**config.mk**
```make
export PLATFORM = sky130hd
export DESIGN_NAME = urv_decode_sb
export DESIGN_NICKNAME = d
export VERILOG_FILES = /design/src/rtl/urv_decode_sb.sv
export SDC_FILE = /design/constraint.sdc
export NUM_CORES = 1
export LEC_CHECK = 0
export ABC_AREA = 1
export BUFFER_PORTS_ARGS = -buffer_cell sky130_fd_sc_hd__buf_4
export CORE_UTILIZATION = 61
export DETAILED_ROUTE_END_ITERATION = 10
export GPL_TIMING_DRIVEN = 0
export PLACE_DENSITY_LB_ADDON = 0.25
export SKIP_LAST_GASP = 1
export SLEW_MARGIN = 20
export SYNTH_ARGS = -nofsm -noshare
export SYNTH_HDL_FRONTEND = slang
export SYNTH_SLANG_ARGS = --single-unit
```
**constraint.sdc**
```tcl
create_clock -name clk_i -period 4.6 [get_ports clk_i]
set_clock_uncertainty 0.2 [all_clocks]
set_input_delay 0.92 -clock clk_i [delete_from_list [all_inputs] [get_ports clk_i]]
set_output_delay 0.92 -clock clk_i [all_outputs]
set_load 0.01 [all_outputs]
```
**src/rtl/urv_decode_sb.sv**
```systemverilog
// Decode stage with per-register latency scoreboard: decodes the fetched word into registered execute fields.
// Latency: 1 cycle fetch-to-execute; backpressure stalls issue while a source is busy or execute is full.
module urv_decode_sb #(
    parameter int g_num_regs      = 32,
    parameter int g_load_latency  = 2,
    parameter int g_mul_latency   = 2,
    parameter int g_shift_latency = 2,
    parameter int g_with_hw_div   = 0,
    parameter int g_with_hw_mulh  = 0
) (
    input  logic        clk_i,
    input  logic        rst_n_i,
    input  logic [31:0] f_ir_i,
    input  logic [31:0] f_pc_i,
    input  logic        f_valid_i,
    output logic        d_ready_o,
    input  logic        d_kill_i,
    input  logic        x_ready_i,
    output logic [4:0]  rf_rs1_o,
    output logic [4:0]  rf_rs2_o,
    output logic        x_valid_o,
    output logic [31:0] x_pc_o,
    output logic [4:0]  x_rs1_o,
    output logic [4:0]  x_rs2_o,
    output logic [4:0]  x_rd_o,
    output logic [4:0]  x_opcode_o,
    output logic [2:0]  x_fun_o,
    output logic [31:0] x_imm_o,
    output logic [2:0]  x_rd_source_o,
    output logic        x_rd_write_o,
    output logic        x_is_load_o,
    output logic        x_is_store_o,
    output logic        x_is_undef_o
);
    localparam bit RV32E = (g_num_regs == 16);
    localparam int AW    = RV32E ? 4 : 5;

    localparam logic [4:0] OPC_OP_IMM = 5'b00100, OPC_LUI = 5'b01101, OPC_AUIPC = 5'b00101,
                           OPC_OP = 5'b01100, OPC_JAL = 5'b11011, OPC_JALR = 5'b11001,
                           OPC_BRANCH = 5'b11000, OPC_LOAD = 5'b00000, OPC_STORE = 5'b01000,
                           OPC_SYSTEM = 5'b11100;
    localparam logic [2:0] SRC_ALU = 3'b000, SRC_MULTIPLY = 3'b001, SRC_SHIFTER = 3'b010,
                           SRC_DIVIDE = 3'b011, SRC_CSR = 3'b100, SRC_MULH = 3'b111;
    localparam logic [2:0] LD_CNT  = 3'(g_load_latency - 1);
    localparam logic [2:0] MUL_CNT = 3'(g_mul_latency - 1);
    localparam logic [2:0] SH_CNT  = 3'(g_shift_latency - 1);

    logic [2:0]  busy [g_num_regs];
    logic [4:0]  opc, rs1, rs2, rd;
    logic [2:0]  fun3, fun, src, sb_cnt;
    logic [31:0] imm;
    logic        rs1_used, rs2_used, is_load, is_store, is_shift, is_muldiv, is_mul, is_mulh, is_div;
    logic        rd_write_raw, reg_bad, undef, rs1_busy, rs2_busy, hazard, issue, sb_set;
    logic [1:0]  ir_unused;

    assign opc       = f_ir_i[6:2];
    assign fun3      = f_ir_i[14:12];
    assign rs1       = f_ir_i[19:15];
    assign rs2       = f_ir_i[24:20];
    assign rd        = f_ir_i[11:7];
    assign rf_rs1_o  = rs1;
    assign rf_rs2_o  = rs2;
    assign ir_unused = f_ir_i[1:0];

    always_comb begin
        rs1_used  = !(opc == OPC_LUI || opc == OPC_AUIPC || opc == OPC_JAL ||
                      (opc == OPC_SYSTEM && fun3[2]));
        rs2_used  = (opc == OPC_OP || opc == OPC_STORE || opc == OPC_BRANCH);
        is_load   = (opc == OPC_LOAD);
        is_store  = (opc == OPC_STORE);
        is_muldiv = (opc == OPC_OP) && f_ir_i[25];
        is_mul    = is_muldiv && (fun3 == 3'b000);
        is_mulh   = is_muldiv && !fun3[2] && (fun3 != 3'b000);
        is_div    = is_muldiv && fun3[2];
        is_shift  = (fun3 == 3'b001 || fun3 == 3'b101) &&
                    (opc == OPC_OP_IMM || (opc == OPC_OP && !f_ir_i[25]));

        rd_write_raw = 1'b0;
        case (opc)
            OPC_OP_IMM, OPC_OP, OPC_JAL, OPC_JALR, OPC_LUI, OPC_AUIPC: rd_write_raw = (rd != 5'd0);
            OPC_SYSTEM: rd_write_raw = (rd != 5'd0) && (fun3 != 3'b000);
            default:    rd_write_raw = 1'b0;
        endcase

        // The upper register half does not exist on RV32E; such words are undefined and write nothing.
        reg_bad = RV32E && ((rs1_used && rs1[4]) || (rs2_used && rs2[4]) ||
                            ((rd_write_raw || is_load) && rd[4]));
        undef   = (is_mulh && g_with_hw_mulh == 0) || (is_div && g_with_hw_div == 0) || reg_bad;

        imm = 32'd0;
        case (opc)
            OPC_LUI, OPC_AUIPC:           imm = {f_ir_i[31:12], 12'd0};
            OPC_OP_IMM, OPC_LOAD, OPC_JALR: imm = {{21{f_ir_i[31]}}, f_ir_i[30:20]};
            OPC_STORE:  imm = {{21{f_ir_i[31]}}, f_ir_i[30:25], f_ir_i[11:7]};
            OPC_BRANCH: imm = {{20{f_ir_i[31]}}, f_ir_i[7], f_ir_i[30:25], f_ir_i[11:8], 1'b0};
            OPC_JAL:    imm = {{12{f_ir_i[31]}}, f_ir_i[19:12], f_ir_i[20], f_ir_i[30:21], 1'b0};
            default:    imm = 32'd0;
        endcase

        fun = (opc == OPC_JAL || opc == OPC_JALR || opc == OPC_LUI || opc == OPC_AUIPC) ? 3'b000 : fun3;

        if (is_shift)                src = SRC_SHIFTER;
        else if (opc == OPC_SYSTEM)  src = SRC_CSR;
        else if (is_mul)             src = SRC_MULTIPLY;
        else if (is_mulh)            src = SRC_MULH;
        else if (is_div)             src = SRC_DIVIDE;
        else                         src = SRC_ALU;

        sb_cnt = 3'd0;
        if (is_load)                sb_cnt = LD_CNT;
        else if (is_shift)          sb_cnt = SH_CNT;
        else if (is_mul || is_mulh) sb_cnt = MUL_CNT;
    end

    assign rs1_busy  = !(RV32E && rs1[4]) && (busy[rs1[AW-1:0]] != 3'd0);
    assign rs2_busy  = !(RV32E && rs2[4]) && (busy[rs2[AW-1:0]] != 3'd0);
    assign hazard    = f_valid_i && ((rs1_used && rs1_busy) || (rs2_used && rs2_busy));
    assign d_ready_o = rst_n_i && !d_kill_i && (!x_valid_o || x_ready_i) && !hazard;
    assign issue     = f_valid_i && d_ready_o;
    // Loads track their destination even though the writeback path, not x_rd_write_o, retires them.
    assign sb_set    = issue && (rd_write_raw || is_load) && (rd != 5'd0) && !reg_bad && (sb_cnt != 3'd0);

    always_ff @(posedge clk_i) begin
        if (!rst_n_i) begin
            x_valid_o     <= 1'b0;
            x_pc_o        <= 32'd0;
            x_rs1_o       <= 5'd0;
            x_rs2_o       <= 5'd0;
            x_rd_o        <= 5'd0;
            x_opcode_o    <= 5'd0;
            x_fun_o       <= 3'd0;
            x_imm_o       <= 32'd0;
            x_rd_source_o <= 3'd0;
            x_rd_write_o  <= 1'b0;
            x_is_load_o   <= 1'b0;
            x_is_store_o  <= 1'b0;
            x_is_undef_o  <= 1'b0;
        end else if (d_kill_i) begin
            x_valid_o <= 1'b0;
        end else if (issue) begin
            x_valid_o     <= 1'b1;
            x_pc_o        <= f_pc_i;
            x_rs1_o       <= rs1;
            x_rs2_o       <= rs2;
            x_rd_o        <= rd;
            x_opcode_o    <= opc;
            x_fun_o       <= fun;
            x_imm_o       <= imm;
            x_rd_source_o <= src;
            x_rd_write_o  <= rd_write_raw && !reg_bad;
            x_is_load_o   <= is_load;
            x_is_store_o  <= is_store;
            x_is_undef_o  <= undef;
        end else if (x_ready_i) begin
            x_valid_o <= 1'b0;
        end
    end

    // Kill leaves the counters alone so killed producers age out and stalls stay conservative.
    always_ff @(posedge clk_i) begin
        busy[0] <= 3'd0;
        for (int i = 1; i < g_num_regs; i++) begin
            if (!rst_n_i)
                busy[i] <= 3'd0;
            else if (sb_set && rd[AW-1:0] == AW'(i))
                busy[i] <= sb_cnt;
            else if (x_ready_i && busy[i] != 3'd0)
                busy[i] <= busy[i] - 3'd1;
        end
    end
endmodule

```
Word level (Yosys, flattened, before mapping)
Memory sizes are Yosys's and may differ from the RTL's. Cells that the tools add are included.

Flip-flop bits (word level): 95. Memory bits (writable): 96. Logic and storage cells: 590. Memories: 1.

Add/subtract/negate cells: 31. Equality and inequality tests: 42. Mux-type cells: 293. Bitwise gates (word level): 64. Reduce and logical (&&, ||, !) cells: 146.

Memory list: busy (words 32, width 3, read ports 33, clocked after memory_dff 0, write ports 32, line 48) `logic [2:0] busy [g_num_regs];`.

Operators by type and width (count): 1-bit 2-to-1 mux (223); 3-bit 2-to-1 mux (67); 32-bit one-hot mux with 5 select lines (1); 3-bit nonzero test (35); 5-bit equality test, second input constant (20); 3-bit by 1-bit subtractor with 3-bit output, second input constant (31); 1-bit logical AND (81); 1-bit bitwise OR (62); 5-bit by 4-bit equality test with 1-bit output, second input constant (11); 5-bit by 3-bit equality test with 1-bit output, second input constant (6); 1-bit logical OR (15); 5-bit by 2-bit equality test with 1-bit output, second input constant (2); 1-bit logical NOT (6); 6-bit OR reduction (1); 5-bit by 1-bit equality test with 1-bit output, second input constant (1); 5-bit logical NOT (1); 5-bit nonzero test (1); 2-bit OR reduction (2); 3-bit by 1-bit equality test with 1-bit output, second input constant (1); 3-bit equality test, second input constant (1); 3-bit logical NOT (1); 3-bit OR reduction (1); 2-bit 2-to-1 mux (1); 1-bit inverter (2); 3 further kinds (3).

Logic depth before layout (Yosys ltp)
Gate-level depths: netlist (run 1).

Word-level depth: 20. Mapped depth: 18. Gate-level depth less buffers: 16.

Least setup slack after synthesis (run 1)
OpenSTA, ideal clock, no wires.

Path type: input port to output port. Start point: input f_ir_i[21]. End point: output d_ready_o. Arrival time: 2.204 ns. Required time: 3.480 ns. Setup slack: 1.276 ns. Stages on the path: 13. Path buffers: 2. Cells stage by stage: buf_2 > inv_1 > buf_2 > nand3_1 > nand3_1 > nand2_1 > nand2_1 > nand2_1 > nand2_1 > nand2_1 > nand3_1 > nand2_1 > a21boi_0.

Cells in the longest elaborated chain, start to end: 7.

RTL lines: start: declaration (line 13) `input logic [31:0] f_ir_i,`; memory 32 x 3 bit; 3-bit nonzero test (line 116) `assign rs2_busy = !(RV32E && rs2[4]) && (busy[rs2[AW-1:0]] != 3'd0);`; 1-bit logical AND (line 117) `assign hazard = f_valid_i && ((rs1_used && rs1_busy) || (rs2_used && rs2_busy));`; 1-bit logical OR (line 117); 1-bit logical AND (line 117); 1-bit logical NOT (line 118) `assign d_ready_o = rst_n_i && !d_kill_i && (!x_valid_o || x_ready_i) && !hazard;`; 1-bit logical AND (line 118); end: declaration (line 16) `output logic d_ready_o,`.

Every way passes these cells.

Worst setup path after layout (run 1)
Start point: input f_ir_i[15]. End point: output d_ready_o.

Cells in the longest elaborated chain, start to end: 7.

RTL lines: memory 32 x 3 bit; 3-bit nonzero test (line 115) `assign rs1_busy = !(RV32E && rs1[4]) && (busy[rs1[AW-1:0]] != 3'd0);`; 1-bit logical AND (line 117); 1-bit logical OR (line 117); 1-bit logical AND (line 117); 1-bit logical NOT (line 118); 1-bit logical AND (line 118).

Every way passes these cells.

==> results of run 1 <==
-- kinds of logic (layout without fill, tap and decap cells) --
group | Yosys count | in the layout | synth area share
compound gates | 184 | 184 | 0.100
fa+ha+maj | 62 | 62 | 0.0748
buf+inv | 218 | 418 | 0.0883
flops | 188 | 188 | 0.452
simple gates | 756 | 756 | 0.285
-- path summary, 6_finish.rpt --
kind,end,cells after the start,from,slack [ps]
setup / recovery,d_ready_o,14,f_ir_i[15],700
hold / removal,x_pc_o[2],2,x_pc_o[2],270
setup reg to reg,busy[1][1],16,busy[27][1],1660
hold reg to reg,x_pc_o[2],2,x_pc_o[2],270
-- routing by layer --
| metal | track usage | vias up | routed length, µm |
|---|---|---|---|
| met2 | 0.565 | 558 | 13900 |
| met4 | 0.155 | 0 | 985 |
| met5 | 0 | - | 0 |
| li1 | - | 4897 | - |
| met3 | 0.0598 | 80 | 2820 |
| met1 | 0.441 | 4665 | 11800 |
-- metrics by stage --
stage / area, µm² / hold slack, ps
CTS: 12500 / 266
floorplan: 10400 / 288
finish: 12500 / 268
global route: 12500 / 285
global placement: 11900 / 252
detailed placement: 11900 / 256
-- layout by cell type (no fill, tap or decap), types with 33 or more instances in the layout --
cell type,n
buf_4,186
nand2_1,463
a21oi_1,100
edfxtp_1,93
dfxtp_1,95
nand3_1,66
nor2_1,215
inv_1,141
ha_1,62
o21ai_0,33
-- layout make-up --
class                   instances  area, µm²
multi-input cells            1002       4770
flip-flops and latches        188       4690
fillers                      1303       4110
repair buffers                169       1270
inverters                     149        559
clock buffers                  17        425
plain buffers                  69        357
well taps                     220        275
clock inverters                14        129
-- registers in the layout, indices dropped and copies added (netlist names) --
register / count
busy: 93
x_imm_o: 32
x_pc_o: 32
x_opcode_o: 5
x_rd_o: 5
x_rs1_o: 5
x_rs2_o: 5
x_fun_o: 3
x_rd_source_o: 3
x_is_load_o: 1
x_is_store_o: 1
x_is_undef_o: 1
x_rd_write_o: 1
x_valid_o: 1
-- power by group through the flow --
stage,sequential (mW),clock (mW),combinational [mW]
4_1_cts,1.91,1.41,0.661
3_3_place_gp,1.94,0,0.633
3_5_place_dp,1.94,0,0.653
6_report,1.91,1.41,0.673
5_1_grt,1.92,1.48,0.758
2_1_floorplan,1.94,0,0.422
-- worst max-delay path, cell delays in order --
cell and delay (ps):
buf_4 130, buf_2 190, nor2_2 400, nand3_1 140
nand3_1 120, nor2_1 60, nor2_1 100, nand2_1 60
nand2_1 100, nand2_1 60, nand3_1 110, nand2_1 70
a21boi_0 160, buf_4 160
==> implementation parameters, run 1 <==
Parameter                              Value

Timing
  Number of setup violations in the final report    0
  Final critical delay including setup and external delays    3900 ps
  Minimum setup slack in the final design    696 ps
  Max-slew violation count    0
  Slew at the pin closest to its max-slew limit    762 ps
  Number of hold violations in the final report    0
  Setup repair after global routing missed its margin    no
  Slew HR    0.492
  Fin crit share    0.849
  Top achievable clock speed    256 MHz
  Sum Neg Setup Slack    0 ps

CTS
  Root Driver    clkbuf_16
  Number of resized instances in the post-cts repair step    0
  Clock transition at the registers of the reported paths    70 ps
  Number of buffers created by CTS    17
  Post-CTS Repair Setup Buffers    0
  Worst-Skew Late Latency    450 ps
  Hold buffer count at cts    0
  CTS Sinks    188
  CTS tree    built
  Deepest clock path buffer count    2
  H-tree depth    4

Power and ir drop
  Proportion of power drawn by flip-flops and latches    0.478
  Internal portion of total power    2.82 mW
  Clock share of power    0.354
  Switching power share of the total    0.294
  Net load switching power    1.17 mW
  Total power    4.00 mW
  Cell Pwr Density    320 mW/mm²
  Part of the total power dissipated in combinational logic    0.168
  Worst ir drop on vdd    0.000301 V
  Cell leakage power    5.76 nW

Yosys
  Net Count, Synth    1539
  Synth warnings    0
  Count of mapped cells out of synthesis    1408
  Top-area cell type share of the netlist area    0.269
  Post-synth cell types    28
  Post-synthesis instance area    0.0104 mm²
  Number of flops mapped to enable cells by yosys    93
  Seq cells post-synth    188
  Post-synth top cells    463 x nand2_1, 215 x nor2_1, 141 x inv_1, 100 x a21oi_1, 95 x dfxtp_1
  Dominant cell type by area after synthesis    edfxtp_1
  Most used DFF post-synth    dfxtp_1
  Async S/R FF share, synth    0
  Top area cells in the synthesized netlist    edfxtp_1 27%, dfxtp_1 18%, nand2_1 17%
  Register area share after synthesis    0.452
  Synthesized area divided by synthesized cell count    7.37 µm²
  Most common cell in the netlist    nand2_1

Route
  Via-to-Cell Ratio    5.58
  Routed Wire Length    29500 µm
  Count of vias placed by the detailed router    10200
  WL per Instance    16.1 µm
  Number of remaining DRC errors    0
  DR pass1 iterations    8
  Iter 0 DRT Violations    1009
  Remaining antenna violation count    0

GRT
  Global route overflow    0
  Overall Global Routing Usage    0.343
  Wire length of the first global-routing pass    47300 µm
  Number of antenna violations at the first check in global routing    0
  Largest net degree at the start of global routing    19
  Vias in the first global route    9673

Floorplan
  Die Height    132 µm
  Initial core utilization    0.626
  Number of I/O pins    175
  Die outline area    0.0175 mm²
  Std-Cell Rows    47
  Horizontal die dimension    132 µm
  Standard cell core area    0.0166 mm²

Final layout
  N_diodes    0
  Finished Layout Cells    1828
  Syn-to-layout area delta    20.2%
  Post-layout util    0.752
  Ratio of cells with drive above 1 in the final layout    0.156
  Final Net Count    1727

Placement
  Number of input and output port buffers inserted    169
  Dpl cells    1797
  Placed wire-length estimate    22100 µm
  Worst Setup Slack post-DPL    700 ps
  Final GP Congestion    1.02

Worst setup path
  Nature of the critical path startpoint    primary input
  Crit path max fanout    10
  Arrival time at the worst endpoint    2780 ps
  Worst Path Class, Setup    primary input to primary output
  Worst setup EP type    primary output
  Endpoint required time on the critical path    3480 ps

Job
  Max cap viols    0

Status
  Run status    finished, final reports clean

Min path
  Hold Path Class    flop to flop
(Power assumes the default switching activity.)
==> inputs of run 2 (changes only) <==
--- a/config.mk
+++ b/config.mk
@@ -5,9 +5,9 @@
 export SDC_FILE = /design/constraint.sdc
 export NUM_CORES = 1
 export LEC_CHECK = 0
-export ABC_AREA = 1
+export ABC_AREA = 0
 export BUFFER_PORTS_ARGS = -buffer_cell sky130_fd_sc_hd__buf_4
-export CORE_UTILIZATION = 61
+export CORE_UTILIZATION = 52
 export DETAILED_ROUTE_END_ITERATION = 10
 export GPL_TIMING_DRIVEN = 0
 export PLACE_DENSITY_LB_ADDON = 0.25
==> constraint.sdc (replaced) <==
create_clock -name clk_i -period 3.4 [get_ports clk_i]
set_clock_uncertainty 0.2 [all_clocks]
set_input_delay 0.68 -clock clk_i [delete_from_list [all_inputs] [get_ports clk_i]]
set_output_delay 0.68 -clock clk_i [all_outputs]
set_load 0.01 [all_outputs]
==> run 2 against run 1 <==
The flow now finishes with violations (setup timing); routed wire length grew 7.6%; count of clock-buffer cells in the layout is the same; first-iteration DRC count grew 15%; sequential cell count is the same; clock power grew 40%; critical endpoint unchanged; critical path type unchanged; final cell count shrank 11%; via count shrank 3.1%; utilization shrank 9.9 points; largest cell class unchanged; worst setup slack lost 880 ps; hold slack lost 14 ps; sequential share of layout area shrank 2.3 points.
==> implementation parameters, run 2 <==
Parameter                              Value

Yosys
  Portion of netlist area occupied by mux cells    0.0490
  Top area cells in the synthesized netlist    edfxtp_1 26%, dfxtp_1 17%, ha_1 7.1%
  Count of mapped cells out of synthesis    1143
  Synthesized area divided by synthesized cell count    9.53 µm²
  Post-synth cell types    75
  Number of flops mapped to enable cells by yosys    93
  Register area share after synthesis    0.431
  Synth Area in Compound Gates    0.116
  Xor-xnor portion of the synthesized cell area    0
  Seq cells post-synth    188
  Post-synthesis instance area    0.0109 mm²
  Area fraction in and, or, nand and nor cells after synthesis    0.251
  Most common cell in the netlist    nand2_1
  Synth Area in Adders    0.0712
  Post-synth top cells    124 x nand2_1, 103 x inv_1, 95 x dfxtp_1, 93 x edfxtp_1, 69 x nor4_1
  Async S/R FF share, synth    0
  Top-area cell type share of the netlist area    0.256
  Dominant cell type by area after synthesis    edfxtp_1
  Net Count, Synth    1274
  Synth warnings    0
  Most used DFF post-synth    dfxtp_1
  Dominant combinational cell family by area after synthesis    simple AND/OR/NAND/NOR gates

Power and ir drop
  Cell Pwr Density    435 mW/mm²
  Part of the total power dissipated in combinational logic    0.201
  Net load switching power    1.80 mW
  Clock share of power    0.341
  Cell leakage power    5.61 nW
  Internal portion of total power    3.99 mW
  Total power    5.79 mW
  Worst ir drop on vdd    0.000384 V
  Switching power share of the total    0.311
  Proportion of power drawn by flip-flops and latches    0.458

GRT
  Wire length of the first global-routing pass    49400 µm
  Global route overflow    0
  Number of antenna violations at the first check in global routing    0
  Vias in the first global route    9501
  Overall Global Routing Usage    0.294
  Largest net degree at the start of global routing    20

Timing
  Slew HR    0.489
  Number of hold violations in the final report    0
  Max-slew violation count    0
  Setup repair after global routing missed its margin    yes
  Fin crit share    1.05
  Minimum setup slack in the final design    -182 ps
  Hold slack final    254 ps
  Number of setup violations in the final report    1
  Top achievable clock speed    279 MHz
  Slew at the pin closest to its max-slew limit    767 ps
  Final critical delay including setup and external delays    3580 ps

Worst setup path
  Cell type group with the largest total delay on the critical path    compound AO/OA/AOI/OAI gates
  Nature of the critical path startpoint    primary input
  Cell with the biggest individual delay on the critical path    o41a_1
  Endpoint required time on the critical path    2520 ps
  Worst Path Class, Setup    primary input to primary output
  Buffer and inverter count on the worst path    4
  CP Cell Sequence    buf_2 -> inv_1 -> a211oi_1 -> nor4_1 -> o41a_1 -> o22ai_4 -> buf_12 -> o21ai_0 -> and2_1 -> buf_4
  Crit path max fanout    9
  Worst setup EP type    primary output
  Arrival time at the worst endpoint    2700 ps
  Highest cell delay on the worst timing path    390 ps

Final layout
  N_diodes    0
  Syn-to-layout area delta    22.1%
  Register with the highest flop count    busy
  Final Net Count    1467
  Ratio of cells with drive above 1 in the final layout    0.224
  Leading cell type in the layout, fill and taps excluded    buf_4
  Finished Layout Cells    1618
  Largest registers    busy x93, x_imm_o x32, x_pc_o x32
  Top library cells by usage in the layout, fill and taps aside    188 x buf_4, 124 x nand2_1, 103 x inv_1, 95 x dfxtp_1, 93 x edfxtp_1
  Number of flip-flops under the largest register name    93

Route
  Number of remaining DRC errors    0
  Count of vias placed by the detailed router    9884
  Remaining antenna violation count    0
  WL per Instance    19.6 µm
  DR pass1 iterations    6
  Routed Wire Length    31700 µm
  Via-to-Cell Ratio    6.11
  Iter 0 DRT Violations    1157

CTS
  Worst-Skew Late Latency    440 ps
  Number of buffers created by CTS    17
  CTS tree    built
  Root Driver    clkbuf_16
  Deepest clock path buffer count    2
  Clock transition at the registers of the reported paths    80 ps
  CTS Sinks    188
  H-tree depth    4

Placement
  Number of input and output port buffers inserted    164
  Final GP Congestion    0.952
  Dpl cells    1577
  Placed wire-length estimate    23300 µm

Floorplan
  Horizontal die dimension    147 µm
  Standard cell core area    0.0204 mm²
  Initial core utilization    0.535
  Std-Cell Rows    52
  Die Height    147 µm
  Die outline area    0.0215 mm²
  Number of I/O pins    175

Status
  Run status    finished, violations left
  Violations in the final reports    setup timing

Min path
  Hold Path Class    flop to flop

Job
  Max cap viols    0
run 2: changes by cell type after synthesis, sizes merged, moves of 50 or more:
cell	delta
nor4	+89
or3	+59
nand3	-61
nand2	-339
nand4	+52
nor2	-172
a21oi	-72
mux2i	+50
run 2: power groups by stage:
stage	clock network (mW)	logic (mW)	registers (mW)
after global routing	2.08	1.27	2.67
after floorplan	0	0.714	2.69
after detailed placement	0	1.10	2.70
after global placement	0	1.07	2.69
after CTS	1.98	1.13	2.65
final	1.98	1.16	2.65
run 2: final timing paths:
kind | from | cells after the start | endpoint | slack [ps]
max reg2reg | busy[18][0] | 10 | busy[8][1] | 130
max | f_ir_i[20] | 10 | d_ready_o | -180
min reg2reg | x_pc_o[25] | 2 | x_pc_o[25] | 250
min | x_pc_o[25] | 2 | x_pc_o[25] | 250
run 2: layout make-up:
type	instances	area, µm²
inverters	104	390
repair buffers	174	1310
clock buffers	17	425
plain buffers	94	529
flip-flops and latches	188	4690
well taps	270	338
clock inverters	14	145
multi-input cells	757	5470
fillers	1676	7060
run 2: worst reg2reg max path, cell delays in order, from the launching register on:
cell and delay (ps):
edfxtp_1 440, nor3_4 260, a2111oi_0 130, or4_1 460
o32ai_4 310, buf_4 170, o22a_2 190, nand3_1 100
buf_2 220, buf_6 160, o21bai_1 300
run 2: timing repair:
item,CTS,global route
gates resized for setup,23,11
endpoints found under the setup margin,122,49
hold buffers,0,0
hold endpoints to repair,0,0
buffers inserted,8,2
pin swaps,7,4
run 2: stage by stage:
step	cell area [µm²]	setup TNS, ps	setup WS [ps]	util
3_5_place_dp	12500	-73790	-642	0.614
2_1_floorplan	10900	0	1.67	-
6_report	13300	-182	-182	0.653
4_1_cts	13200	-131	-131	0.649
5_1_grt	13300	-292	-292	0.653
3_3_place_gp	12500	-65280	-620	0.614
run 2: logic make-up after synthesis:
family,Yosys count
AOI/OAI and AO/OA,187
buffers and inverters,198
DFF,188
adders and majority gates,62
muxes,52
and+or+nand+nor,456
run 2: per-layer routing:
layer | track usage | share of wire
met2 | 0.480 | 0.47
met1 | 0.364 | 0.39
met4 | 0.132 | 0.047
met5 | 0 | 0
met3 | 0.0764 | 0.089
==> inputs of run 3 (changes only) <==
--- a/config.mk
+++ b/config.mk
@@ -5,9 +5,9 @@
 export SDC_FILE = /design/constraint.sdc
 export NUM_CORES = 1
 export LEC_CHECK = 0
-export ABC_AREA = 0
+export ABC_AREA = 1
 export BUFFER_PORTS_ARGS = -buffer_cell sky130_fd_sc_hd__buf_4
-export CORE_UTILIZATION = 52
+export CORE_UTILIZATION = 57
 export DETAILED_ROUTE_END_ITERATION = 10
 export GPL_TIMING_DRIVEN = 0
 export PLACE_DENSITY_LB_ADDON = 0.25
==> constraint.sdc (replaced) <==
create_clock -name clk_i -period 4 [get_ports clk_i]
set_clock_uncertainty 0.2 [all_clocks]
set_input_delay 0.8 -clock clk_i [delete_from_list [all_inputs] [get_ports clk_i]]
set_output_delay 0.8 -clock clk_i [all_outputs]
set_load 0.01 [all_outputs]
==> run 3 against run 2 <==
The run now ends clean; sequential cell count did not move; critical path type unchanged; final area fell by 6.0%; combinational power fell by 34%.
==> implementation parameters, run 3 (synthesized netlist as in run 1, its figures left out) <==
Parameter                              Value

CTS
  H-tree depth    4
  CTS tree    built
  Post-CTS Repair Setup Buffers    0
  Clock transition at the registers of the reported paths    70 ps
  Hold buffer count at cts    0
  CTS Sinks    188
  Worst-Skew Late Latency    450 ps
  Number of buffers created by CTS    17
  Root Driver    clkbuf_16
  Number of resized instances in the post-cts repair step    0
  Deepest clock path buffer count    2

Timing
  Slew HR    0.489
  Slew at the pin closest to its max-slew limit    767 ps
  Hold slack final    268 ps
  Top achievable clock speed    269 MHz
  Setup repair after global routing missed its margin    no
  Number of setup violations in the final report    0
  Max-slew violation count    0
  Fin crit share    0.931
  Sum Neg Setup Slack    0 ps
  Final critical delay including setup and external delays    3720 ps
  Number of hold violations in the final report    0

Power and ir drop
  Cell leakage power    5.77 nW
  Cell Pwr Density    372 mW/mm²
  Worst ir drop on vdd    0.000333 V

Floorplan
  Horizontal die dimension    137 µm
  Standard cell core area    0.0175 mm²
  Number of I/O pins    175
  Die Height    137 µm
  Initial core utilization    0.592
  Die outline area    0.0187 mm²
  Std-Cell Rows    48

Final layout
  Largest registers    busy x93, x_imm_o x32, x_pc_o x32
  Final Net Count    1727
  Syn-to-layout area delta    20.5%
  Leading cell type in the layout, fill and taps excluded    nand2_1
  Number of flip-flops under the largest register name    93
  Top library cells by usage in the layout, fill and taps aside    463 x nand2_1, 215 x nor2_1, 186 x buf_4, 141 x inv_1, 100 x a21oi_1
  Ratio of cells with drive above 1 in the final layout    0.156
  Post-layout util    0.713
  N_diodes    0
  Finished Layout Cells    1834
  Register with the highest flop count    busy

Route
  Number of remaining DRC errors    0
  Count of vias placed by the detailed router    10100
  Remaining antenna violation count    0
  WL per Instance    16.1 µm
  Via-to-Cell Ratio    5.53
  DR pass1 iterations    8
  Routed Wire Length    29500 µm
  Iter 0 DRT Violations    1083

Job
  Max cap viols    0

Min path
  Number of stages on the worst hold path    2
  Hold Path Class    flop to flop

GRT
  Largest net degree at the start of global routing    20
  Global route overflow    0
  Global-route met1 utilization    0.410
  Number of antenna violations at the first check in global routing    0
  Wire length of the first global-routing pass    45800 µm
  Met2 usage in global routing    0.529
  Vias in the first global route    9428
  Busiest metal layer after global routing    met2
  Overall Global Routing Usage    0.320
  Routing usage on met3    0.0578

Status
  Run status    finished, final reports clean

Worst setup path
  Nature of the critical path startpoint    primary input
  Worst R2R Path Depth    14
  Endpoint required time on the critical path    3000 ps
  Worst Path Class, Setup    primary input to primary output
  Arrival time at the worst endpoint    2720 ps
  Crit path max fanout    9
  Worst setup EP type    primary output

Placement
  Placed wire-length estimate    22200 µm
  Final GP Congestion    1.05
  Number of input and output port buffers inserted    169
  Dpl cells    1802
==> run 3: changes by cell type in the layout (fill, tap and decap cells not counted), sizes merged, moves of 40 or more <==
| cell | delta |
|---|---|
| a21oi | +72 |
| inv | +40 |
| mux2i | -50 |
| nand2 | +339 |
| nand3 | +61 |
| nand4 | -52 |
| nor2 | +172 |
| nor4 | -89 |
| or3 | -59 |
==> run 3: path summary, 6_finish.rpt <==
check	from	end	slack, ps
max	f_ir_i[15]	d_ready_o	280
min	x_rs2_o[3]	x_rs2_o[3]	270
max reg2reg	busy[4][0]	busy[3][2]	1050
min reg2reg	x_rs2_o[3]	x_rs2_o[3]	270
==> run 3: where the power goes <==
part / total [mW] / internal, mW / switching (mW)
sequential: 2.19 / 2.14 / 0.0488
combinational: 0.771 / 0.282 / 0.489
clock: 1.69 / 0.836 / 0.851
==> run 3: cell type report <==
class,instances,area [µm²]
clock buffers,18,429
well taps,225,282
clock inverters,14,150
multi-input cells,1002,4770
flip-flops and latches,188,4690
fillers,1443,5030
repair buffers,169,1270
plain buffers,69,357
inverters,149,559
==> run 3: per-layer routing <==
metal | up-vias | wire length, µm
met5 | - | 0
met4 | 0 | 1100
met3 | 102 | 3080
met2 | 530 | 13700
met1 | 4595 | 11700
li1 | 4913 | -
==> run 3: metrics by stage <==
stage,total power [mW],area (µm²),worst slack (ps)
after global placement,2.96,11900,290
after floorplan,2.72,10400,916
after global routing,4.82,12500,150
after CTS,4.64,12500,385
after detailed placement,2.99,11900,213
final,4.65,12500,278
==> run 3: worst max-delay path: stages <==
cell      delay (ps)
buf_4            110
inv_2             90
nor2_1           530
nand2_1          160
nand3_1          140
nor2_1            50
nor2_1           100
nand2_1           70
nand2_1           90
nand2_1           60
nand3_1          100
nand2_1           70
a21boi_0         180
buf_4            160
